**config.mk**
```make
export PLATFORM = sky130hd
export DESIGN_NAME = mux_scan_reg_flat
export DESIGN_NICKNAME = d
export VERILOG_FILES = /design/src/rtl/mux_scan_reg_if.sv /design/src/rtl/mux_scan_reg.sv /design/src/flat_wrapper.sv
export SDC_FILE = /design/constraint.sdc
export NUM_CORES = 1
export LEC_CHECK = 0
export ABC_AREA = 0
export ABC_CLOCK_PERIOD_IN_PS = 3250
export CAP_MARGIN = 20
export CORE_MARGIN = 2
export CORE_UTILIZATION = 26
export CTS_BUF_LIST = sky130_fd_sc_hd__clkbuf_16
export CTS_CLUSTER_DIAMETER = 150
export CTS_CLUSTER_SIZE = 20
export DETAILED_ROUTE_END_ITERATION = 8
export PLACE_DENSITY = 0.49
export SLEW_MARGIN = 15
export SYNTH_ARGS = -nofsm -noshare
export SYNTH_HDL_FRONTEND = slang
export SYNTH_SLANG_ARGS = --single-unit
export TNS_END_PERCENT = 5
```
**constraint.sdc**
```tcl
create_clock -name clk -period 3.25 [get_ports clk]
set_clock_uncertainty 0.2 [all_clocks]
set_input_delay 0.65 -clock clk [delete_from_list [all_inputs] [get_ports clk]]
set_output_delay 0.65 -clock clk [all_outputs]
set_load 0.02 [all_outputs]
```
**src/rtl/mux_scan_reg_if.sv**
```systemverilog
// Bus bundle for the registered N-channel selector: strobe, mode, select,
// dwell and packed channel data in; selected word, complement, channel index
// and status pulses out.
interface mux_scan_reg_if #(
    parameter int WIDTH    = 1,
    parameter int CHANNELS = 8,
    parameter int SEL_W    = 3,
    parameter int DWELL_W  = 4
);
    logic                         strobe_n;
    logic                         mode;
    logic [SEL_W-1:0]             sel;
    logic [DWELL_W-1:0]           dwell;
    logic [CHANNELS*WIDTH-1:0]    data;
    logic [WIDTH-1:0]             y;
    logic [WIDTH-1:0]             w;
    logic [SEL_W-1:0]             ch;
    logic                         valid;
    logic                         wrap;
    logic                         sel_err;

    modport master (
        output strobe_n, mode, sel, dwell, data,
        input  y, w, ch, valid, wrap, sel_err
    );

    modport slave (
        input  strobe_n, mode, sel, dwell, data,
        output y, w, ch, valid, wrap, sel_err
    );
endinterface

```
**src/rtl/mux_scan_reg.sv**
```systemverilog
// Registered N-channel data selector with active-low strobe, complementary
// outputs and an auto-scan sequencer that steps through the channels with a
// programmable dwell (dwell+1 cycles per channel).
module mux_scan_reg #(
    parameter int WIDTH    = 1,
    parameter int CHANNELS = 8,
    parameter int SEL_W    = 3,
    parameter int DWELL_W  = 4
) (
    input logic           clk,
    input logic           reset_n,
    mux_scan_reg_if.slave bus
);

    typedef enum logic {
        IDLE = 1'b0,
        SCAN = 1'b1
    } state_e;

    // One extra bit so CHANNELS itself is representable (e.g. 256 with SEL_W=8).
    localparam logic [SEL_W:0]   NUM_CH  = (SEL_W+1)'(CHANNELS);
    localparam logic [SEL_W-1:0] LAST_CH = SEL_W'(CHANNELS - 1);

    // Channel extraction; indices at or above CHANNELS yield zero.
    function automatic logic [WIDTH-1:0] pick(
        input logic [CHANNELS*WIDTH-1:0] d,
        input logic [SEL_W-1:0]          idx
    );
        logic [WIDTH-1:0] r;
        r = '0;
        for (int k = 0; k < CHANNELS; k++) begin
            if (idx == SEL_W'(k)) begin
                r = d[k*WIDTH +: WIDTH];
            end
        end
        return r;
    endfunction

    state_e               state_q, state_d;
    logic [SEL_W-1:0]     ch_q, ch_d;
    logic [DWELL_W-1:0]   cnt_q, cnt_d;
    logic [WIDTH-1:0]     y_q, y_d;
    logic                 valid_q, valid_d;
    logic                 wrap_q, wrap_d;
    logic                 sel_err_q, sel_err_d;
    logic                 sel_ok;

    assign sel_ok = ({1'b0, bus.sel} < NUM_CH);

    // Next-state and next-output decode; strobe inactive forces outputs off
    // and freezes channel, dwell counter and state.
    always_comb begin
        state_d   = state_q;
        ch_d      = ch_q;
        cnt_d     = cnt_q;
        y_d       = '0;
        valid_d   = 1'b0;
        wrap_d    = 1'b0;
        sel_err_d = 1'b0;

        if (!bus.strobe_n) begin
            if (!bus.mode) begin
                // Direct select (also the landing rule when leaving scan).
                state_d = IDLE;
                cnt_d   = '0;
                if (sel_ok) begin
                    ch_d    = bus.sel;
                    y_d     = pick(bus.data, bus.sel);
                    valid_d = 1'b1;
                end else begin
                    sel_err_d = 1'b1;
                end
            end else if (state_q == IDLE) begin
                // Scan entry: start at sel, or channel 0 if sel is illegal.
                state_d = SCAN;
                ch_d    = sel_ok ? bus.sel : '0;
                cnt_d   = '0;
                y_d     = pick(bus.data, ch_d);
                valid_d = 1'b1;
            end else begin
                // >= so that shrinking dwell below the count advances at once.
                if (cnt_q >= bus.dwell) begin
                    cnt_d  = '0;
                    ch_d   = (ch_q == LAST_CH) ? '0 : ch_q + SEL_W'(1);
                    wrap_d = (ch_q == LAST_CH);
                end else begin
                    cnt_d = cnt_q + DWELL_W'(1);
                end
                y_d     = pick(bus.data, ch_d);
                valid_d = 1'b1;
            end
        end
    end

    // State and output registers with synchronous active-low reset.
    always_ff @(posedge clk) begin
        if (!reset_n) begin
            state_q   <= IDLE;
            ch_q      <= '0;
            cnt_q     <= '0;
            y_q       <= '0;
            valid_q   <= 1'b0;
            wrap_q    <= 1'b0;
            sel_err_q <= 1'b0;
        end else begin
            state_q   <= state_d;
            ch_q      <= ch_d;
            cnt_q     <= cnt_d;
            y_q       <= y_d;
            valid_q   <= valid_d;
            wrap_q    <= wrap_d;
            sel_err_q <= sel_err_d;
        end
    end

    assign bus.y       = y_q;
    assign bus.w       = ~y_q;
    assign bus.ch      = ch_q;
    assign bus.valid   = valid_q;
    assign bus.wrap    = wrap_q;
    assign bus.sel_err = sel_err_q;

endmodule
```
**src/flat_wrapper.sv**
```systemverilog
// flat-port wrapper written by rule: the top's interface ports become plain ports
module mux_scan_reg_flat 
#(
    parameter int WIDTH    = 1,
    parameter int CHANNELS = 8,
    parameter int SEL_W    = 3,
    parameter int DWELL_W  = 4
)
  (clk, reset_n, bus_strobe_n, bus_mode, bus_sel, bus_dwell, bus_data, bus_y, bus_w, bus_ch, bus_valid, bus_wrap, bus_sel_err);
  mux_scan_reg_if #(.WIDTH(WIDTH), .CHANNELS(CHANNELS), .SEL_W(SEL_W), .DWELL_W(DWELL_W)) bus_i ();
  input logic clk;
  input logic reset_n;
  input wire logic [$bits(bus_i.strobe_n)-1:0] bus_strobe_n;
  input wire logic [$bits(bus_i.mode)-1:0] bus_mode;
  input wire logic [$bits(bus_i.sel)-1:0] bus_sel;
  input wire logic [$bits(bus_i.dwell)-1:0] bus_dwell;
  input wire logic [$bits(bus_i.data)-1:0] bus_data;
  output wire logic [$bits(bus_i.y)-1:0] bus_y;
  output wire logic [$bits(bus_i.w)-1:0] bus_w;
  output wire logic [$bits(bus_i.ch)-1:0] bus_ch;
  output wire logic [$bits(bus_i.valid)-1:0] bus_valid;
  output wire logic [$bits(bus_i.wrap)-1:0] bus_wrap;
  output wire logic [$bits(bus_i.sel_err)-1:0] bus_sel_err;
  assign bus_i.strobe_n = bus_strobe_n;
  assign bus_i.mode = bus_mode;
  assign bus_i.sel = bus_sel;
  assign bus_i.dwell = bus_dwell;
  assign bus_i.data = bus_data;
  assign bus_y = bus_i.y;
  assign bus_w = bus_i.w;
  assign bus_ch = bus_i.ch;
  assign bus_valid = bus_i.valid;
  assign bus_wrap = bus_i.wrap;
  assign bus_sel_err = bus_i.sel_err;
  mux_scan_reg #(.WIDTH(WIDTH), .CHANNELS(CHANNELS), .SEL_W(SEL_W), .DWELL_W(DWELL_W)) u_core (.clk(clk), .reset_n(reset_n), .bus(bus_i));
endmodule
```
==> flow_metrics.env <==
export IMPL_vias=892
export IMPL_postRouteAntennaNets=0
export IMPL_die_y_um=62.8
export IMPL_reg2reg_from="u_core.cnt_q[0]"
export IMPL_core_area_um2=3340
export IMPL_final_common_cell="clkdlybuf4s50_1"
export IMPL_die_w_um=62.8
export IMPL_required_ps=3220
export IMPL_dpl_cell_area_um2=1180
export IMPL_drtIter0Drc=21
export IMPL_syn_nets=136
export IMPL_cap_violations=0
export IMPL_slew_viol_final=0
export IMPL_holdPathEnd="u_core.cnt_q[1]"
export IMPL_power_mw=0.470
export IMPL_r2r_setup_slack_ps=1000
export IMPL_cts_tree="built"
export IMPL_synth_compound_area_share_pct=21.3
export IMPL_antenna_found_initial=0
export IMPL_min_delay_start="u_core.cnt_q[1]"
export IMPL_finalWirelength_um=2360
export IMPL_avgRoutedWirePerCell_um=13.1
export IMPL_drc=0
export IMPL_clock_sinks=11
export IMPL_globalRouteOverflowTotal=0
export IMPL_setup_tns_ps=0
export IMPL_synth_xor_area_share_pct=0.974
export IMPL_clkLatencyLatePin_ps=240
export IMPL_grt_pass1_wl_um=4120
export IMPL_end_kind="flip-flop"
export IMPL_clockBufferDepth=2
export IMPL_status="completed"
export IMPL_path_class="primary input to flip-flop"
export IMPL_drtPass1Iterations=4
export IMPL_r2r_end="u_core.cnt_q[2]"
export IMPL_hold_buffers=0
export IMPL_nets=162
export IMPL_num_antenna_cells=0
export IMPL_synth_mux_area_share_pct=9.60
export IMPL_grt_pass1_vias=865
export IMPL_grtUsageTotal_pct=13.2
export IMPL_grt_max_degree=15
export IMPL_ys_types=38
export IMPL_rsz0062_at_grt="no"
export IMPL_synth_fa_ha_area_share_pct=9.74
export IMPL_ys_seq_area_share_pct=24.5
export IMPL_period_share_pct=82.9
export IMPL_numCtsBuffers=3
export IMPL_cts_clk_slew_worst_paths_ps=40
export IMPL_portBuffers=25
export IMPL_dp_hpwl_um=1900
export IMPL_fin_cells=181
export IMPL_synth_area_um2=900
export IMPL_cp_start_kind="primary input"
export IMPL_h_tree_depth=1
export IMPL_avgSynthCellArea_um2=8.18
export IMPL_utilization_pct=37.9
export IMPL_cp_data_arrival_time_ps=2660
export IMPL_start_util_pct=27.0
export IMPL_powerDensity_nw_per_um2=372
export IMPL_whs_path_depth=2
export IMPL_min_period_ps=2690
export IMPL_synth_simple_area_share_pct=28.5
export IMPL_place_gp_congestion=0.800
export IMPL_mostFrequentLayoutCells="clkdlybuf4s50_1, nand2_1, dfxtp_1"
export IMPL_reg2reg_depth=8
export IMPL_crit_fanout=6
export IMPL_finalInstanceArea_um2=1260
export IMPL_rows=21
export IMPL_cts_setup_buffers=0
export IMPL_synth_cells=110
export IMPL_yosys_warnings=0
export IMPL_synth_top_family_by_area="simple AND/OR/NAND/NOR gates"
export IMPL_p_leak_nw=0.502
export IMPL_dieArea_um2=3950
export IMPL_fmax_mhz=371
export IMPL_dp_cells=177
export IMPL_clock_root_buffer="clkbuf_16"
export IMPL_worstHoldPathType="flip-flop to flip-flop"
export IMPL_ctsResizeCount=0
export IMPL_ys_ff_latch=11
export IMPL_timing_final_hold_violations=0
export IMPL_setup_viol=0
export IMPL_vdd_drop_max_mv=0.251
export IMPL_ioPinCount=27
export IMPL_via_per_inst=4.93
export IMPL_drive_above_1_share_pct=8.15
export IMPL_syn2layout_area_growth_pct=40.5
==> sequential cells by signal (all words and copies together), names as in the netlist <==
signal,cells
u_core.bus.y,1
u_core.bus.wrap,1
u_core.cnt_q,4
u_core.bus.valid,1
u_core.bus.ch,3
u_core.state_q,1
==> stage by stage <==
| stage | setup WS (ps) | hold WS, ps |
|---|---|---|
| 6_report | 555 | 313 |
| 3_3_place_gp | 303 | 312 |
| 5_1_grt | 452 | 340 |
| 4_1_cts | 552 | 321 |
| 2_1_floorplan | 921 | 273 |
| 3_5_place_dp | 314 | 315 |
==> Yosys cell counts <==
library cell	n	area share [%]
and4_4	1	1.3
a21boi_1	3	2.5
a31oi_1	2	1.4
xnor2_1	1	0.97
buf_4	2	1.7
a311oi_1	1	0.97
nand2_2	1	0.70
clkbuf_1	2	0.83
o21ai_1	3	1.7
nand3_1	5	2.8
nor3_1	1	0.56
nor2_1	9	3.8
or4b_1	1	1.1
nand2_1	14	5.8
o221a_1	2	2.5
o211ai_1	4	3.3
a211oi_1	1	0.83
nor2_8	1	2.2
mux4_2	2	5.0
conb_1	1	0.42
nand2b_4	1	1.5
nand2b_1	2	1.4
and2_1	3	2.1
a21oi_2	1	0.97
mux2_2	1	1.3
nor2b_1	3	2.1
mux2i_1	3	3.3
a21oi_1	7	3.9
ha_1	7	9.7
a221oi_1	1	0.97
dfxtp_1	11	24
a41o_1	1	1.1
o21ai_0	2	1.1
nand4_1	1	0.70
nand3b_1	1	0.83
nand4b_1	1	0.97
or3_1	1	0.70
inv_1	6	2.5
==> final cells by class <==
| type | instances | area (µm²) |
|---|---|---|
| fill | 365 | 2070 |
| multi-input combinational | 89 | 634 |
| timing repair buffer | 25 | 250 |
| sequential | 11 | 220 |
| clock buffer | 3 | 75.1 |
| tap | 46 | 57.6 |
| inverter | 6 | 22.5 |
| clock inverter | 1 | 3.75 |
==> critical path, stage by stage <==
cell	delay, ps
clkdlybuf4s50_1	450
inv_1	40
ha_1	340
a21oi_2	160
nand2_2	120
nor2_8	150
nand2_1	90
or4b_1	510
a21boi_1	140
==> worst max path at each step <==
stage,from,to,cells after the start,slack (ps)
floorplan,bus_dwell[0],u_core.cnt_q[2],7,920
global placement,bus_dwell[3],u_core.cnt_q[2],9,300
detailed placement,bus_dwell[3],u_core.cnt_q[2],9,310
CTS,bus_dwell[3],u_core.cnt_q[2],9,550
global route,bus_dwell[3],u_core.cnt_q[2],9,450
finish,bus_dwell[3],u_core.cnt_q[2],9,560
==> kinds of logic after synthesis <==
group                    Yosys count
AND/OR/NAND/NOR                   46
AO/OA/AOI/OAI                     28
flip-flops                        11
buffers and inverters             10
adder cells (fa/ha/maj)            7
multiplexers                       6
other                              1
XOR/XNOR                           1
==> layer usage <==
layer | routed length [µm] | global-route usage, %
met5 | 0 | 0
met4 | 21 | 4.17
met3 | 205 | 6.31
met2 | 1030 | 19.9
met1 | 1110 | 16.5
==> report_power, final <==
group / switching, mW / leakage (nW) / internal, mW / total, mW
combinational: 0.0488 / 0.369 / 0.0556 / 0.104
clock: 0.0567 / 0.0423 / 0.161 / 0.218
sequential: 0.00676 / 0.0900 / 0.141 / 0.148
(Power assumes the default switching activity.)
